### src/rtl/io_uart_tx.sv
// io_uart_tx: memory-mapped UART transmitter, 8N1, LSB first, with a byte FIFO.
//
// A CPU store to the TX data address pushes one byte into the FIFO. The FSM
// pops bytes and serialises them onto tx. Stop bits run straight into the next
// start bit while bytes are queued, so queued frames have no idle gap.
//
// Handshake: wr_en is a push request with no ready signal. fifo_full acts as
// "not ready". A push is accepted only when wr_en=1 and the registered
// fifo_full=0 at the start of the cycle. A push made while full is dropped and
// sets the sticky overflow flag. clr_ovf clears that flag; a drop in the same
// cycle wins over clr_ovf.
//
// Optional feature: define IO_UART_TX_PARITY_EN to add an even-parity bit
// between the data bits and the stop bit (11-bit frame). When it is undefined
// the frame is 8N1 and no parity logic is built.
//
// Parameters:
//   CLKS_PER_BIT  clock cycles per UART bit (2..65535)
//   FIFO_AW       FIFO address width; depth = 2**FIFO_AW bytes
//
// Ports:
//   clock       system clock
//   reset       synchronous, active-high reset
//   wr_en       push wr_data into the FIFO
//   wr_data     byte to transmit
//   clr_ovf     clear the overflow flag
//   fifo_full   FIFO holds 2**FIFO_AW bytes
//   fifo_empty  FIFO holds 0 bytes
//   fifo_count  bytes queued, excluding the byte being shifted out
//   busy        FSM not idle, or FIFO not empty
//   overflow    sticky; a push was dropped
//   tx          serial line, idles high, driven from a register
//   fsm_state   debug view of the FSM state register
module io_uart_tx #(
  parameter int CLKS_PER_BIT = 87,
  parameter int FIFO_AW      = 3
) (
  input  logic               clock,
  input  logic               reset,
  input  logic               wr_en,
  input  logic [7:0]         wr_data,
  input  logic               clr_ovf,
  output logic               fifo_full,
  output logic               fifo_empty,
  output logic [FIFO_AW:0]   fifo_count,
  output logic               busy,
  output logic               overflow,
  output logic               tx,
  output logic [2:0]         fsm_state
);

  localparam int          DEPTH     = 1 << FIFO_AW;
  localparam logic [15:0] BAUD_LAST = 16'(CLKS_PER_BIT - 1);

  typedef enum logic [2:0] {
    S_IDLE   = 3'd0,
    S_START  = 3'd1,
    S_DATA   = 3'd2,
    S_STOP   = 3'd3
`ifdef IO_UART_TX_PARITY_EN
    , S_PARITY = 3'd4
`endif
  } state_t;

  // FIFO storage and registered status
  logic [7:0]         mem [DEPTH];
  logic [FIFO_AW-1:0] wr_ptr;
  logic [FIFO_AW-1:0] rd_ptr;
  logic [FIFO_AW:0]   count_q;
  logic               overflow_q;
  logic               push;
  logic               drop;
  logic               pop;

  // Transmit FSM registers and next-state values
  state_t      state_q, state_n;
  logic [15:0] baud_q, baud_n;
  logic [2:0]  bit_q, bit_n;
  logic [7:0]  shift_q, shift_n;
  logic        tx_q, tx_n;
  logic        bit_end;
`ifdef IO_UART_TX_PARITY_EN
  logic        par_q, par_n;
`endif

  // Status comes only from registers, so nothing here depends on wr_en.
  // count_q never exceeds DEPTH, so its MSB is set exactly when full.
  assign fifo_full  = count_q[FIFO_AW];
  assign fifo_empty = (count_q == '0);
  assign fifo_count = count_q;
  assign busy       = (state_q != S_IDLE) || !fifo_empty;
  assign overflow   = overflow_q;
  assign tx         = tx_q;
  assign fsm_state  = state_q;

  assign push = wr_en && !fifo_full;
  assign drop = wr_en && fifo_full;

  // ---------------------------------------------------------------------------
  // FIFO pointers, count and overflow flag
  // ---------------------------------------------------------------------------
  always_ff @(posedge clock) begin
    if (reset) begin
      wr_ptr     <= '0;
      rd_ptr     <= '0;
      count_q    <= '0;
      overflow_q <= 1'b0;
    end else begin
      if (push) wr_ptr <= wr_ptr + 1'b1;
      if (pop)  rd_ptr <= rd_ptr + 1'b1;
      case ({push, pop})
        2'b10:   count_q <= count_q + 1'b1;
        2'b01:   count_q <= count_q - 1'b1;
        default: count_q <= count_q;
      endcase
      overflow_q <= drop | (overflow_q & ~clr_ovf);
    end
  end

  // Storage needs no reset; the pointers define which entries are valid.
  always_ff @(posedge clock) begin
    if (push) mem[wr_ptr] <= wr_data;
  end

  // ---------------------------------------------------------------------------
  // FSM state register
  // ---------------------------------------------------------------------------
  always_ff @(posedge clock) begin
    if (reset) begin
      state_q <= S_IDLE;
      baud_q  <= '0;
      bit_q   <= '0;
      shift_q <= '0;
      tx_q    <= 1'b1;
`ifdef IO_UART_TX_PARITY_EN
      par_q   <= 1'b0;
`endif
    end else begin
      state_q <= state_n;
      baud_q  <= baud_n;
      bit_q   <= bit_n;
      shift_q <= shift_n;
      tx_q    <= tx_n;
`ifdef IO_UART_TX_PARITY_EN
      par_q   <= par_n;
`endif
    end
  end

  // ---------------------------------------------------------------------------
  // FSM next state, pop request and next tx level
  // ---------------------------------------------------------------------------
  always_comb begin
    state_n = state_q;
    baud_n  = baud_q;
    bit_n   = bit_q;
    shift_n = shift_q;
    pop     = 1'b0;
    tx_n    = 1'b1;
    bit_end = (baud_q == BAUD_LAST);
`ifdef IO_UART_TX_PARITY_EN
    par_n   = par_q;
`endif

    // Outside IDLE the baud counter free-runs over one bit period.
    if (state_q != S_IDLE) begin
      baud_n = bit_end ? '0 : baud_q + 16'd1;
    end

    case (state_q)
      S_IDLE: begin
        baud_n = '0;
        bit_n  = '0;
        if (!fifo_empty) begin
          pop     = 1'b1;
          shift_n = mem[rd_ptr];
          state_n = S_START;
`ifdef IO_UART_TX_PARITY_EN
          par_n   = ^mem[rd_ptr];
`endif
        end
      end

      S_START: begin
        if (bit_end) begin
          bit_n   = '0;
          state_n = S_DATA;
        end
      end

      S_DATA: begin
        if (bit_end) begin
          shift_n = {1'b0, shift_q[7:1]};
          bit_n   = bit_q + 3'd1;
          if (bit_q == 3'd7) begin
`ifdef IO_UART_TX_PARITY_EN
            state_n = S_PARITY;
`else
            state_n = S_STOP;
`endif
          end
        end
      end

`ifdef IO_UART_TX_PARITY_EN
      S_PARITY: begin
        if (bit_end) state_n = S_STOP;
      end
`endif

      S_STOP: begin
        if (bit_end) begin
          // A queued byte starts immediately, giving back-to-back frames.
          if (!fifo_empty) begin
            pop     = 1'b1;
            shift_n = mem[rd_ptr];
            bit_n   = '0;
            state_n = S_START;
`ifdef IO_UART_TX_PARITY_EN
            par_n   = ^mem[rd_ptr];
`endif
          end else begin
            state_n = S_IDLE;
          end
        end
      end

      default: state_n = S_IDLE;
    endcase

    // tx is registered from the upcoming state, so the line changes on the
    // same edge as the state and never glitches.
    case (state_n)
      S_START:  tx_n = 1'b0;
      S_DATA:   tx_n = shift_n[0];
`ifdef IO_UART_TX_PARITY_EN
      S_PARITY: tx_n = par_n;
`endif
      default:  tx_n = 1'b1;
    endcase
  end

endmodule

### config.mk
export PLATFORM = sky130hd
export DESIGN_NAME = io_uart_tx
export DESIGN_NICKNAME = d
export VERILOG_FILES = /design/src/rtl/io_uart_tx.sv
export SDC_FILE = /design/constraint.sdc
export NUM_CORES = 1
export LEC_CHECK = 0
export CORE_MARGIN = 10
export CORE_UTILIZATION = 54
export DETAILED_ROUTE_END_ITERATION = 16
export PLACE_DENSITY = 0.8
export SLEW_MARGIN = 5
export SYNTH_ARGS = -nofsm -noshare
export SYNTH_HDL_FRONTEND = slang
export SYNTH_SLANG_ARGS = --single-unit
### constraint.sdc
create_clock -name clock -period 3.3 [get_ports clock]
set_clock_uncertainty 0.05 [all_clocks]
set_input_delay 0.33 -clock clock [delete_from_list [all_inputs] [get_ports clock]]
set_output_delay 0.33 -clock clock [all_outputs]
set_load 0.005 [all_outputs]
Word-level counts from Yosys, hierarchy flattened. Memories as Yosys holds them, arrays and structs flattened. A register that Yosys moved wholly into a read port is not among the register bits. Index checks and enable logic that the tools add are counted.

Word-level logic and storage cells: 73. Memory bits (writable): 64. Input port bits: 12. Bits in registers: 42. Memories: 1.

Bitwise operators: 3. Reduce and logical (&&, ||, !) cells: 14. Add/sub/neg operators: 6. Mux-type cells: 26. Equality and inequality tests: 13.

Memory list: mem (words 8, width 8, rd ports 1, clocked after Yosys merged registers in 1, wr ports 1, RTL line 66) `logic [7:0] mem [DEPTH];`.

Operators by type and width (number): 3-bit 2-to-1 mux (11); 8-bit 2-to-1 mux (3); 3-bit one-hot mux with 4 select lines (2); 8-bit one-hot mux with 3 select lines (1); 16-bit by 1-bit adder with 16-bit output, second input constant (1); 16-bit by 7-bit equality test with 1-bit output, second input constant (1); 16-bit 2-to-1 mux (1); 3-bit by 1-bit adder with 3-bit output, second input constant (3); 3-bit by 2-bit equality test with 1-bit output, second input constant (3); 2-bit != test, second input constant (4); 4-bit one-hot mux with 2 select lines (1); 3-bit by 1-bit equality test with 1-bit output, second input constant (2); 3-bit nonzero test (2); 1-bit 2-to-1 mux (5); 5-bit AND reduction (1); 4-bit by 1-bit adder with 4-bit output, second input constant (1); 4-bit logical NOT (1); 1-bit one-hot mux with 2 select lines (2); 4-bit nonzero test (1); 4-bit by 1-bit subtractor with 4-bit output, second input constant (1); 3-bit equality test, second input constant (1); 3-bit logical NOT (1); 3-bit AND reduction (1); 2-bit by 1-bit equality test with 1-bit output, second input constant (1); other kinds (9) (11).

Logic depth before layout (Yosys ltp). Gate-level depths: netlist of run 1.

Word-level depth: 6. Mapped depth: 14. Depth with buffers taken out: 13.

Least setup slack after synthesis of run 1. Ideal clock, no wire load.

Kind: reg-to-reg. Start: reg baud_q[0]. End: reg count_q[2], in the netlist fifo_count[2]. Buffers on the path: 1. Cell stages (with the launch flop): 15. Setup slack: 349 ps. Setup time: 70 ps. Period minus slack after synthesis: 2951 ps. Required time: 3180 ps. Arrival: 2831 ps. Path through: dfxtp_1 > inv_1 > ha_1 > or4b_1 > nor4_4 > buf_6 > o21ai_0 > inv_1 > ha_1 > xor2_1 > ha_1 > a21oi_1 > xor2_1 > or3_1 > a21oi_1.

Cells in the longest elaborated chain, start to end: 5. Elaborated cells between the ends (all ways): 7. Classes of those cells: eq/ne: 3; mux: 3; reduce/logical: 1.

RTL lines: from (decl) (RTL line 77) `logic [15:0] baud_q, baud_n;`; from (signal assigned) (RTL line 140) `baud_q <= baud_n;`; 16-bit by 7-bit equality test with 1-bit output * (RTL line 160) `bit_end = (baud_q == BAUD_LAST);`; 1-bit 2-to-1 mux * (RTL line 212) `if (bit_end) begin`; 1-bit one-hot mux with 2 select lines * (RTL line 170) `case (state_q)`; net pop (RTL line 73) `logic pop;`; 2-bit by 1-bit equality test with 1-bit output / 2-bit equality test (equally long branches) (RTL line 111) `case ({push, pop})`; 4-bit one-hot mux with 2 select lines / 2-bit nonzero test (equally long branches); to (signal assigned) (RTL line 112) `2'b10: count_q <= count_q + 1'b1;`; to (signal assigned) (RTL line 113) `2'b01: count_q <= count_q - 1'b1;`; to (signal assigned) (RTL line 114) `default: count_q <= count_q;`; to (decl) (RTL line 69) `logic [FIFO_AW:0] count_q;`.

Mark *: on every way through the listed nets, which the timed path passes. The rest lies on a longest branch. A chain may end at the register's enable or synchronous reset.

Worst setup path after layout of run 1. Same ends and word-level chain as after synthesis.

==> metrics.cfg, run 1 <==
[outcome]
status=finished, final reports clean

[placed_design]
dp.cells=486
place_congestion=0.806
dp_hpwl_microns=5520
place_area_sq_um=5050
portBuffers=23

[detailed_routing]
drt_iter0_markers=167
wire_per_inst_microns=16.2
vias_per_cell=5.68
wl_microns=8150
dr.pass1.iters=4
ant_nets=0
vias=2853
drc=0

[final_layout]
fillers=644
drive_gt1_frac=0.131
areaGrowthSynthToFinish_pct=12.2
utilization=0.630
final_cells=502
final_nets=413
design_area_sq_um=5250
num_antenna_cells=0

[power_and_ir_drop]
p_per_area_nw_per_um2=656
vdd_ir_drop_max_mv=0.396
power_leakage_nw=1.77

[run]
maxCapViolCount=0

[worst_setup_path]
crit_start=baud_q[0]
slowest_stage=or4b_1
path_buf_inv=2
reg2reg_slack_ns=0.26
cp_common_cell=ha_1
critPathCaptureType=flop
crit_chain=inv_1 > ha_1 > or4b_1 > nor4_4 > o21ai_0 > inv_1 > ha_1 > xor2_1 > ha_1 > a21oi_1 > xor2_1 > or3_1 > a21oi_1
cp_data_arrival_time_ns=3.29
path_class=reg -> reg
r2r-start=baud_q[0]
cp.required_ns=3.55
startpoint_type=flop
cp_max_fo=4
max_stage_delay_ns=0.51
cp_top_family=simple AND/OR/NAND/NOR gates

[clock_tree]
cts_tree=yes
clk_latency_ns=0.37
clockRootBuffer=clkbuf_8
cts.sinks=109
cts_hold_buf=0
path_clk_slew_ns=0.10
clk_path_buf_depth=2
numCtsBuffers=9
h-tree-depth=3
cts_resized=0
postCtsSetupRepairBufs=0

[timing]
holdWs_ns=0.432
slew-limit-headroom=0.451
rsz0062_at_grt=no
setup_viol=0
finalMaxSlewViolations=0
fmax_mhz=329
post-route-min-period_ns=3.04
tightestPinTransition_ns=0.822
hold_violations=0
setup_tns_ns=0
post-route-period-util=0.920

[global_route]
antenna_found_initial=0
first_global_vias=2806
grt_use_total=0.133
grt_max_degree=22
gr-total-overflow=0
grt_pass1_wl_microns=13900

[floorplanning]
die_h_microns=113
core-area_sq_um=8340
start_util=0.561
num_rows=33
die_x_microns=113
io_pins=24
dieArea_sq_um=12800

[yosys]
synthCells=365
postSynthAreaPerCell_sq_um=12.8
ys.flop_type=edfxtp_1
synth_top_area_share=0.411
syn_area_sq_um=4680
ys.warnings.count=0
synthTopCellsByArea=edfxtp_1 (41%), dfxtp_1 (19%), mux4_2 (7.7%)
synth_edf_count=64
yosys.area.top_type=edfxtp_1
yosysSeqAreaShare=0.603
ys_seq_elements=109
synth_nets=386
post-synth-top-count-cell=edfxtp_1
synth_cell_types=49
synth.top_cells.by_count=edfxtp_1 (64), dfxtp_1 (45), nor2_1 (43)
synthArstFlopShare=0

[min_path]
worstHoldStart=baud_q[0]
hp-class=reg -> reg

[power by group]
group	switching [mW]	leakage, nW	internal, mW	total (mW)
combinational	0.500	0.718	0.476	0.976
clock	0.481	0.103	0.299	0.780
sequential	0.107	0.947	1.58	1.69
total	1.09	1.77	2.36	3.44
[state kept, by name, indices dropped and copies added, names as in the netlist, 3 cells and up, named ones only]
register    cells
baud_q         16
bit_q           3
rd_ptr          3
wr_ptr          3
fsm_state       3
fifo_count      4
shift_q         8
mem            64
[worst reg2reg max path: cells and delay by family (launching register included)]
family	cells	cell delay, ns
and+or+nand+nor	3	1.08
buffers and inverters	2	0.22
AOI/OAI and AO/OA	3	0.43
adders and majority gates	3	0.54
DFF	1	0.35
xor gates and xnor gates	2	0.32
[path summary, 6_finish.rpt]
| path | end | cells past startpoint |
|---|---|---|
| hold / removal | baud_q[0] | 1 |
| hold reg to reg | baud_q[0] | 1 |
| setup / recovery | fifo_count[2] | 13 |
| setup reg to reg | fifo_count[2] | 13 |
[area by class of cell]
cell class,count,area [sq um],share of cell area
tap,105,131,0.0250
clock buffer,9,124,0.0236
timing repair buffer,37,335,0.0638
sequential,109,2820,0.537
multi-input combinational,228,1740,0.330
inverter,7,26.3,0.00500
clock inverter,7,77.6,0.0148
[kinds of logic after synthesis]
group                    synth area share
AND/OR/NAND/NOR                     0.127
flip-flops                          0.603
AO/OA/AOI/OAI                      0.0754
buffers and inverters              0.0262
multiplexers                        0.101
XOR/XNOR                           0.0430
adder cells (fa/ha/maj)            0.0241
other                            0.000801
[cells in the final DEF (no fill, tap or decap), types with 3 or more instances in the layout]
cell type	n
or4b_1	3
nand2_1	18
buf_4	14
nor3_1	5
mux4_2	16
mux2i_1	10
xnor2_1	6
nand3b_1	3
nand3_1	9
inv_1	7
o21ai_0	7
clkbuf_8	9
a21oi_1	21
a211oi_1	7
nor2_1	43
nor2b_1	3
ha_1	9
a22oi_1	5
xor2_1	17
o211ai_1	3
nand4b_1	3
clkdlybuf4s50_1	23
nor4_1	3
dfxtp_1	45
nand2b_1	8
edfxtp_1	64
and3_1	4
[metrics by stage]
step | setup WS (ns) | power [mW]
after floorplan | 0.349 | 2.38
after global placement | 0.387 | 2.67
after detailed placement | 0.322 | 2.70
after CTS | 0.284 | 3.47
after global routing | 0.0714 | 3.68
final | 0.263 | 3.44
[per-layer routing]
layer	wire, microns	GRT usage
met1	3670	0.168
met2	3920	0.212
met3	394	0.0370
met4	166	0.0550
met5	0	0
(Power assumes the default switching activity.)
==> run 2: changes to the inputs <==
--- a/config.mk
+++ b/config.mk
@@ -6,9 +6,9 @@
 export NUM_CORES = 1
 export LEC_CHECK = 0
 export CORE_MARGIN = 10
-export CORE_UTILIZATION = 54
+export CORE_UTILIZATION = 25
 export DETAILED_ROUTE_END_ITERATION = 16
-export PLACE_DENSITY = 0.8
+export PLACE_DENSITY = 0.47
 export SLEW_MARGIN = 5
 export SYNTH_ARGS = -nofsm -noshare
 export SYNTH_HDL_FRONTEND = slang
==> metrics.cfg, run 2 (synthesis gave the netlist of run 1 again) <==
[outcome]
status=finished, final reports clean

[global_route]
grt_use_total=0.0851  ; -0.0483
grt_max_degree=20  ; -9.1%
grt_pass1_wl_microns=16100  ; +16%
antenna_found_initial=0  ; unchanged
gr-total-overflow=0  ; unchanged
first_global_vias=2915  ; +3.9%

[clock_tree]
h-tree-depth=3  ; unchanged
cts.sinks=109  ; unchanged
clockRootBuffer=clkbuf_16
clk_latency_ns=0.35  ; -0.02 ns
cts_hold_buf=0  ; unchanged
cts_tree=yes
cts_resized=0  ; unchanged
clk_path_buf_depth=2  ; unchanged
numCtsBuffers=9  ; unchanged
postCtsSetupRepairBufs=0  ; unchanged
path_clk_slew_ns=0.07  ; -0.03 ns

[final_layout]
num_antenna_cells=0  ; unchanged
final_common_cell=edfxtp_1
top_register=mem
fillers=1830  ; +180%
top_regs=mem: 64 flops, baud_q: 16 flops, shift_q: 8 flops
final_nets=418  ; +1.2%
areaGrowthSynthToFinish_pct=18.5
drive_gt1_frac=0.140  ; +0.00867
largest_reg_flops=64  ; unchanged
mostFrequentLayoutCells=edfxtp_1 (64), dfxtp_1 (45), nor2_1 (43)

[floorplanning]
die_x_microns=157  ; +39%
dieArea_sq_um=24600  ; +92%
io_pins=24  ; unchanged
core-area_sq_um=18200  ; +120%
num_rows=49  ; +48%
start_util=0.257  ; -0.304
die_h_microns=157  ; +39%

[worst_setup_path]
slowest_stage=or4b_1
cp_data_arrival_time_ns=3.14  ; -0.15 ns
crit_chain=inv_1 > ha_1 > or4b_1 > nor4_4 > o21ai_0 > inv_1 > ha_1 > xor2_1 > ha_1 > a21oi_1 > xor2_1 > or3_1 > a21oi_1
cp_common_cell=ha_1
critPathCaptureType=flop
cp_max_fo=4  ; unchanged
startpoint_type=flop
path_class=reg -> reg
max_stage_delay_ns=0.50  ; about the same
cp.required_ns=3.53  ; -0.02 ns

[timing]
post-route-min-period_ns=2.90  ; -0.134 ns
tightestPinTransition_ns=0.783  ; -0.0394 ns
post-route-period-util=0.880  ; -0.0407
setup_viol=0  ; unchanged
holdWs_ns=0.410  ; -0.0219 ns
hold_violations=0  ; unchanged
slew-limit-headroom=0.473  ; +0.0222
finalMaxSlewViolations=0  ; unchanged
rsz0062_at_grt=no
setup_tns_ns=0  ; unchanged
fmax_mhz=345  ; +4.6%

[detailed_routing]
wl_microns=9900  ; +21%
ant_nets=0  ; unchanged
drc=0  ; unchanged
drt_iter0_markers=171  ; +2.4%
vias_per_cell=4.61  ; -19%
vias=2906  ; +1.9%
dr.pass1.iters=4  ; unchanged
wire_per_inst_microns=15.7  ; -3.2%

[run]
maxCapViolCount=0  ; unchanged

[placed_design]
place_congestion=0.765  ; -5.1%
portBuffers=23  ; unchanged
dp_hpwl_microns=6640  ; +20%

[min_path]
hp-class=reg -> reg

[power_and_ir_drop]
power_leakage_nw=1.84  ; +4.1%
p_per_area_nw_per_um2=692  ; +5.5%
vdd_ir_drop_max_mv=0.285  ; -28%

[run 2: changes by cell type in the layout (fill, tap and decap cells not counted)]
cell       before  now
bufinv_16       0    1
clkbuf_8        9    0
clkinv_4        2    3
clkinv_8        2    0
clkbuf_16       0    9
buf_4          14   19
clkinv_2        1    0
[run 2: where the power goes]
group          switching, mW  internal (mW)  leakage [nW]
Combinational          0.535          0.495         0.743
Sequential             0.111           1.58         0.947
Clock                  0.516          0.600         0.149
Total                   1.16           2.67          1.84
[run 2: area by class of cell]
type / instances / area, sq um / share of cell area
well taps: 229 / 287 / 0.0516
clock inverters: 6 / 78.8 / 0.0142
multi-input cells: 228 / 1740 / 0.313
inverters: 7 / 26.3 / 0.00474
repair buffers: 42 / 373 / 0.0672
clock buffers: 9 / 225 / 0.0406
flip-flops and latches: 109 / 2820 / 0.509
[run 2: path summary, 6_finish.rpt]
kind | from | endpoint | slack [ns] | depth (start not counted)
setup / recovery | baud_q[0] | fifo_count[2] | 0.40 | 13
hold / removal | baud_q[0] | baud_q[0] | 0.41 | 1
setup reg to reg | baud_q[0] | fifo_count[2] | 0.40 | 13
hold reg to reg | baud_q[0] | baud_q[0] | 0.41 | 1
[run 2: per-layer routing]
metal,share of wire,wire length [microns],track usage,vias up
li1,-,-,-,1409
met1,0.50,4930,0.111,1441
met2,0.46,4520,0.131,44
met3,0.033,325,0.0249,12
met4,0.013,126,0.0310,0
met5,0,0,0,-
[run 2: stage by stage]
step | area [sq um] | power (mW) | std cells | utilization | setup slack, ns
6_report | 5550 | 3.84 | 630 | 0.305 | 0.398
4_1_cts | 5550 | 3.89 | 630 | 0.305 | 0.372
3_3_place_gp | 5240 | 2.75 | 615 | 0.288 | 0.443
5_1_grt | 5550 | 4.10 | 630 | 0.305 | 0.111
3_5_place_dp | 5240 | 2.77 | 615 | 0.288 | 0.402
2_1_floorplan | 4680 | 2.38 | 365 | - | 0.349
[run 2: critical path, delay by kind of cell, from the launching register on]
kind            cells  cell delay (ns)
xor+xnor            2             0.32
flops               1             0.33
simple gates        3             1.10
fa+ha+maj           3             0.53
compound gates      3             0.35
buf+inv             2             0.16
==> RTL change 1: new RTL, flow settings as in run 2 <==
Reset style: asynchronous (`reset`), changed in 2 clocked blocks. Comments in the files are not updated.
--- a/src/rtl/io_uart_tx.sv
+++ b/src/rtl/io_uart_tx.sv
@@ -101,3 +101,3 @@
   // ---------------------------------------------------------------------------
-  always_ff @(posedge clock) begin
+  always_ff @(posedge clock or posedge reset) begin
     if (reset) begin
@@ -127,3 +127,3 @@
   // ---------------------------------------------------------------------------
-  always_ff @(posedge clock) begin
+  always_ff @(posedge clock or posedge reset) begin
     if (reset) begin
Check against the original RTL: differs if reset is asserted again (counterexample within 4 cycles, from zero or initial values and one cycle with reset high); with reset held inactive, the same outputs for 10 cycles.
==> RTL change 1 against run 2 <==
  * Global-route usage shrank 0.25 points
  * Design area grew 1.5%
  * Area after synthesis grew 2.1%
  * Power grew 4.8%
  * Clock power shrank 5%
  * Wire length shrank 1.0%
  * Setup slack gained 0.21 ns
  * Synthesized cell count shrank 6.8%
  * Final cell count shrank 2.7%
  * Sequential cell count shrank 3
  * Non-clock buffer count shrank 4
  * Count of clock-buffer cells in the layout is the same
  * Critical path type unchanged
  * Largest power group unchanged
  * Highest routed layer unchanged
==> RTL change 1: results (changes against run 2) <==
status:
  outcome: "finished clean"
routing:
  wl_per_cell_um: 15.98  # +1.7%
  first_pass_iters: 6  # +2
  vias: 2744  # -5.6%
  first_iter_violations: 106  # -38%
  drc: 0  # unchanged
  wl_um: 9798  # -1.0%
sta:
  relSlewSlack_pct: 51.94  # +4.6 points
  max_freq_mhz: 371.5  # +7.8%
  holdWs_ns: 0.3382  # -0.07173 ns
power_and_ir_drop:
  p_leak_nw: 2.028  # +10%
  swShare_pct: 31.50  # +1.2 points
  irDropWorstVdd_mv: 0.2874  # +0.87%
worst_setup_path:
  cp_slowest_cell: "dfrtp_1"
  arrival_ns: 2.88  # -0.26 ns
  crit_start: "baud_q[0]"
  slowest_delay_ns: 0.43  # -0.07 ns
  reg2reg_to: "fifo_count[2]"
  r2r_setup_slack_ns: 0.61  # +0.21 ns
  crit_fanout: 6  # +2
yosys:
  syn_nets: 361  # -6.5%
  synth.area.top_cells: "edfxtp_1 (40%), dfrtp_1 (21%), mux4_2 (7.5%)"
  ys_seq_area_share_pct: 62.21  # +1.9 points
  synthXorXnorAreaFrac_pct: 3.664  # -0.64 points
  synth_compound_area_share_pct: 6.752  # -0.79 points
  synth_common_cells: "edfxtp_1 (64), dfrtp_1 (41), nor2_1 (32), mux4_2 (16)"
  synth.area.mux_share_pct: 10.57  # +0.50 points
  async_flop_share_pct: 39.62  # +40 points
  synth_cell_types: 54  # +10%
  avgSynthCellArea_um2: 14.06  # +9.6%
  synth_adder_area_share_pct: 2.355  # -0.050 points
placed_design:
  gp_congestion: 0.7263  # -5.0%
  dp_cells: 597  # -2.9%
  dp_hpwl_um: 6577  # -0.90%
global_routing:
  track_usage_pct: 8.263  # -0.25 points
  grt_pass1_vias: 2881  # -1.2%
  grt_max_degree: 31  # +55%
final_layout:
  fin_nets: 395  # -5.5%
  drive_above_1_share_pct: 17.41  # +3.4 points
cts:
  clock_latency_ns: 0.35  # about the same
  numCtsBuffers: 9  # unchanged
RTL change 1: cell count changes in the layout (fill, tap and decap cells not counted), sizes merged, moves of 6 or more:
| cell | before | now |
|---|---|---|
| dfrtp | 0 | 41 |
| a21oi | 21 | 15 |
| nor2 | 43 | 32 |
| xor2 | 17 | 10 |
| dfxtp | 45 | 0 |
| inv | 9 | 17 |
| nor3 | 5 | 11 |
RTL change 1: kinds of logic after synthesis:
| family | Yosys count |
|---|---|
| AOI/OAI and AO/OA | 49 |
| xor gates and xnor gates | 20 |
| adders and majority gates | 9 |
| buffers and inverters | 29 |
| DFF | 106 |
| muxes | 30 |
| other | 1 |
| and+or+nand+nor | 96 |
RTL change 1: power by group through the flow:
stage / combinational, mW / clock (mW) / sequential (mW)
after CTS: 1.12 / 1.11 / 1.89
after floorplan: 0.844 / 0 / 1.80
after global routing: 1.23 / 1.14 / 1.92
final: 1.09 / 1.06 / 1.88
after global placement: 1.10 / 0 / 1.90
after detailed placement: 1.12 / 0 / 1.91
RTL change 1: layout make-up:
cell class / count / area (um^2)
inverters: 14 / 52.55
flip-flops and latches: 106 / 2974
clock buffers: 9 / 225.2
repair buffers: 38 / 342.8
multi-input cells: 205 / 1670
clock inverters: 7 / 72.57
well taps: 234 / 292.8
fillers: 1871 / 13140
RTL change 1: metal layers:
layer  vias up  part of all wire, %  GRT usage (%)
met5         -                    0              0
met4         0                  1.1          2.647
met3         8                  2.8          2.213
met2        27                   52          14.65
met1      1365                   44          9.441
li1       1344                    -              -
==> RTL change 2: new RTL, settings of run 2 <==
Made on the original files. Add a define of `IO_UART_TX_PARITY_EN`.
--- a/src/rtl/io_uart_tx.sv
+++ b/src/rtl/io_uart_tx.sv
@@ -33,2 +33,4 @@
 //   fsm_state   debug view of the FSM state register
+`define IO_UART_TX_PARITY_EN
+
 module io_uart_tx #(
Behaviour: same outputs for any inputs over 10 cycles, from zero or initial values and one cycle with reset high; that may be too few to reach the edited logic, so the function may still have changed.
==> RTL change 2 against run 2 <==
  * Power rose by 10%
  * Fmax fell by 5.2%
  * Final cell count rose by 13%
  * Via count rose by 7.1%
  * Combinational power rose by 34%
  * Die area rose by 7.5%
  * Setup slack got worse by 0.16 ns
  * Non-clock buffer count fell by 4
  * Synthesized cell count rose by 12%
  * Sequential cell count rose by 1
  * Wire length rose by 6.7%
  * Area after synthesis rose by 8.6%
  * Design area rose by 7.5%
  * Core utilization fell by 0.81 points
  * Critical endpoint unchanged
==> RTL change 2: results (changes against run 2) <==
status:
  outcome: "finished clean"
yosys:
  avgSynthCellArea_um2: 12.49  # -2.6%
  synth_common_cells: "edfxtp_1 (64), dfxtp_1 (46), nor2_1 (41), xor2_1 (33), nand2_1 (28)"
  synth.area.top_cells: "edfxtp_1 (38%), dfxtp_1 (18%), mux4_2 (6.6%)"
  ys_seq_area_share_pct: 55.92  # -4.4 points
  syn_nets: 428  # +11%
  yosysWarnings: 0  # unchanged
placed_design:
  dp_cells: 695  # +13%
  dp_hpwl_um: 7429  # +12%
  gp_congestion: 0.7420  # -3.0%
  placement.setup.worst_slack_ns: 0.2182  # -0.1840 ns
  dpl_cell_area_mm2: 0.005665  # +8.0%
  io_buffers: 23  # unchanged
worst_setup_path:
  r2r_setup_slack_ns: 0.24  # -0.16 ns
  arrival_ns: 3.28  # +0.14 ns
  r2r-start: "baud_q[9]"
  slowest_delay_ns: 0.62  # +0.12 ns
  crit_type: "reg -> reg"
  crit_fanout: 5  # +1
  r2r_cells: 10  # -3
  cp_slowest_cell: "or4_1"
routing:
  wl_per_cell_um: 14.88  # -5.3%
  wl_um: 10570  # +6.7%
  first_iter_violations: 132  # -23%
  viasPerCell: 4.385  # -4.9%
  first_pass_iters: 4  # unchanged
power_and_ir_drop:
  irDropWorstVdd_mv: 0.3377  # +19%
  p_leak_nw: 1.910  # +3.8%
sta:
  worst_pin_slew_ns: 0.6911  # -0.09169 ns
  layout_setup_ws_ns: 0.2370  # -0.1606 ns
cts:
  post-cts-setup-buffers: 0  # unchanged
  cts_resized: 0  # unchanged
  clk_pin_slew_ns: 0.07  # about the same
global_routing:
  grt_pass1_vias: 3145  # +7.9%
  grt_max_degree: 30  # +50%
  track_usage_pct: 8.329  # -0.18 points
final_layout:
  fin_nets: 457  # +9.3%
  drive_above_1_share_pct: 13.86  # -0.10 points
## RTL change 2: layout make-up
cell class	count	area [um^2]
clock buffer	11	242.7
fill	2039	14140
timing repair buffer	38	342.8
multi-input combinational	272	2123
sequential	110	2843
inverter	5	18.77
clock inverter	4	55.05
tap	270	337.8
## RTL change 2: how the worst min path moves through the flow
stage            endpoint       start  cells after the start  slack [ns]
6_report         bit_q[1]    bit_q[1]                      2        0.40
5_1_grt        shift_q[4]  shift_q[4]                      2        0.44
4_1_cts        shift_q[4]  shift_q[4]                      2        0.41
3_5_place_dp   shift_q[4]  shift_q[4]                      2        0.40
3_3_place_gp   shift_q[2]  shift_q[2]                      2        0.39
2_1_floorplan  shift_q[1]  shift_q[1]                      2        0.38
## RTL change 2: stage by stage
step,utilization (%),hold slack (ns)
final,29.66,0.4050
after global routing,29.66,0.4357
after floorplan,-,0.3772
after detailed placement,28.18,0.3983
after global placement,28.18,0.3921
after CTS,29.66,0.4081
## RTL change 2: logic make-up (layout without fill, tap and decap cells)
family                     count (synthesis)  in the layout  share of synthesized area (%)
buffers and inverters                     25             58                          2.313
DFF                                      110            110                          55.92
xor gates and xnor gates                  49             49                          8.442
and+or+nand+nor                          124            124                          12.75
muxes                                     39             39                          11.47
adders and majority gates                  9              9                          2.215
AOI/OAI and AO/OA                         51             51                          6.892
## RTL change 2: layer usage
layer,global-route usage (%),up-vias,wire length [um]
li1,-,1535,-
met2,14.11,34,5368
met4,2.254,0,103
met5,0,-,0
met3,3.084,6,340
met1,9.705,1538,4753
## RTL change 2: where the power goes
part           total, mW  leakage [nW]  switching [mW]  internal (mW)
clock network       1.09         0.143           0.475          0.611
registers           1.76         0.955           0.148           1.62
logic               1.38         0.812           0.703          0.681
total               4.23          1.91            1.33           2.91
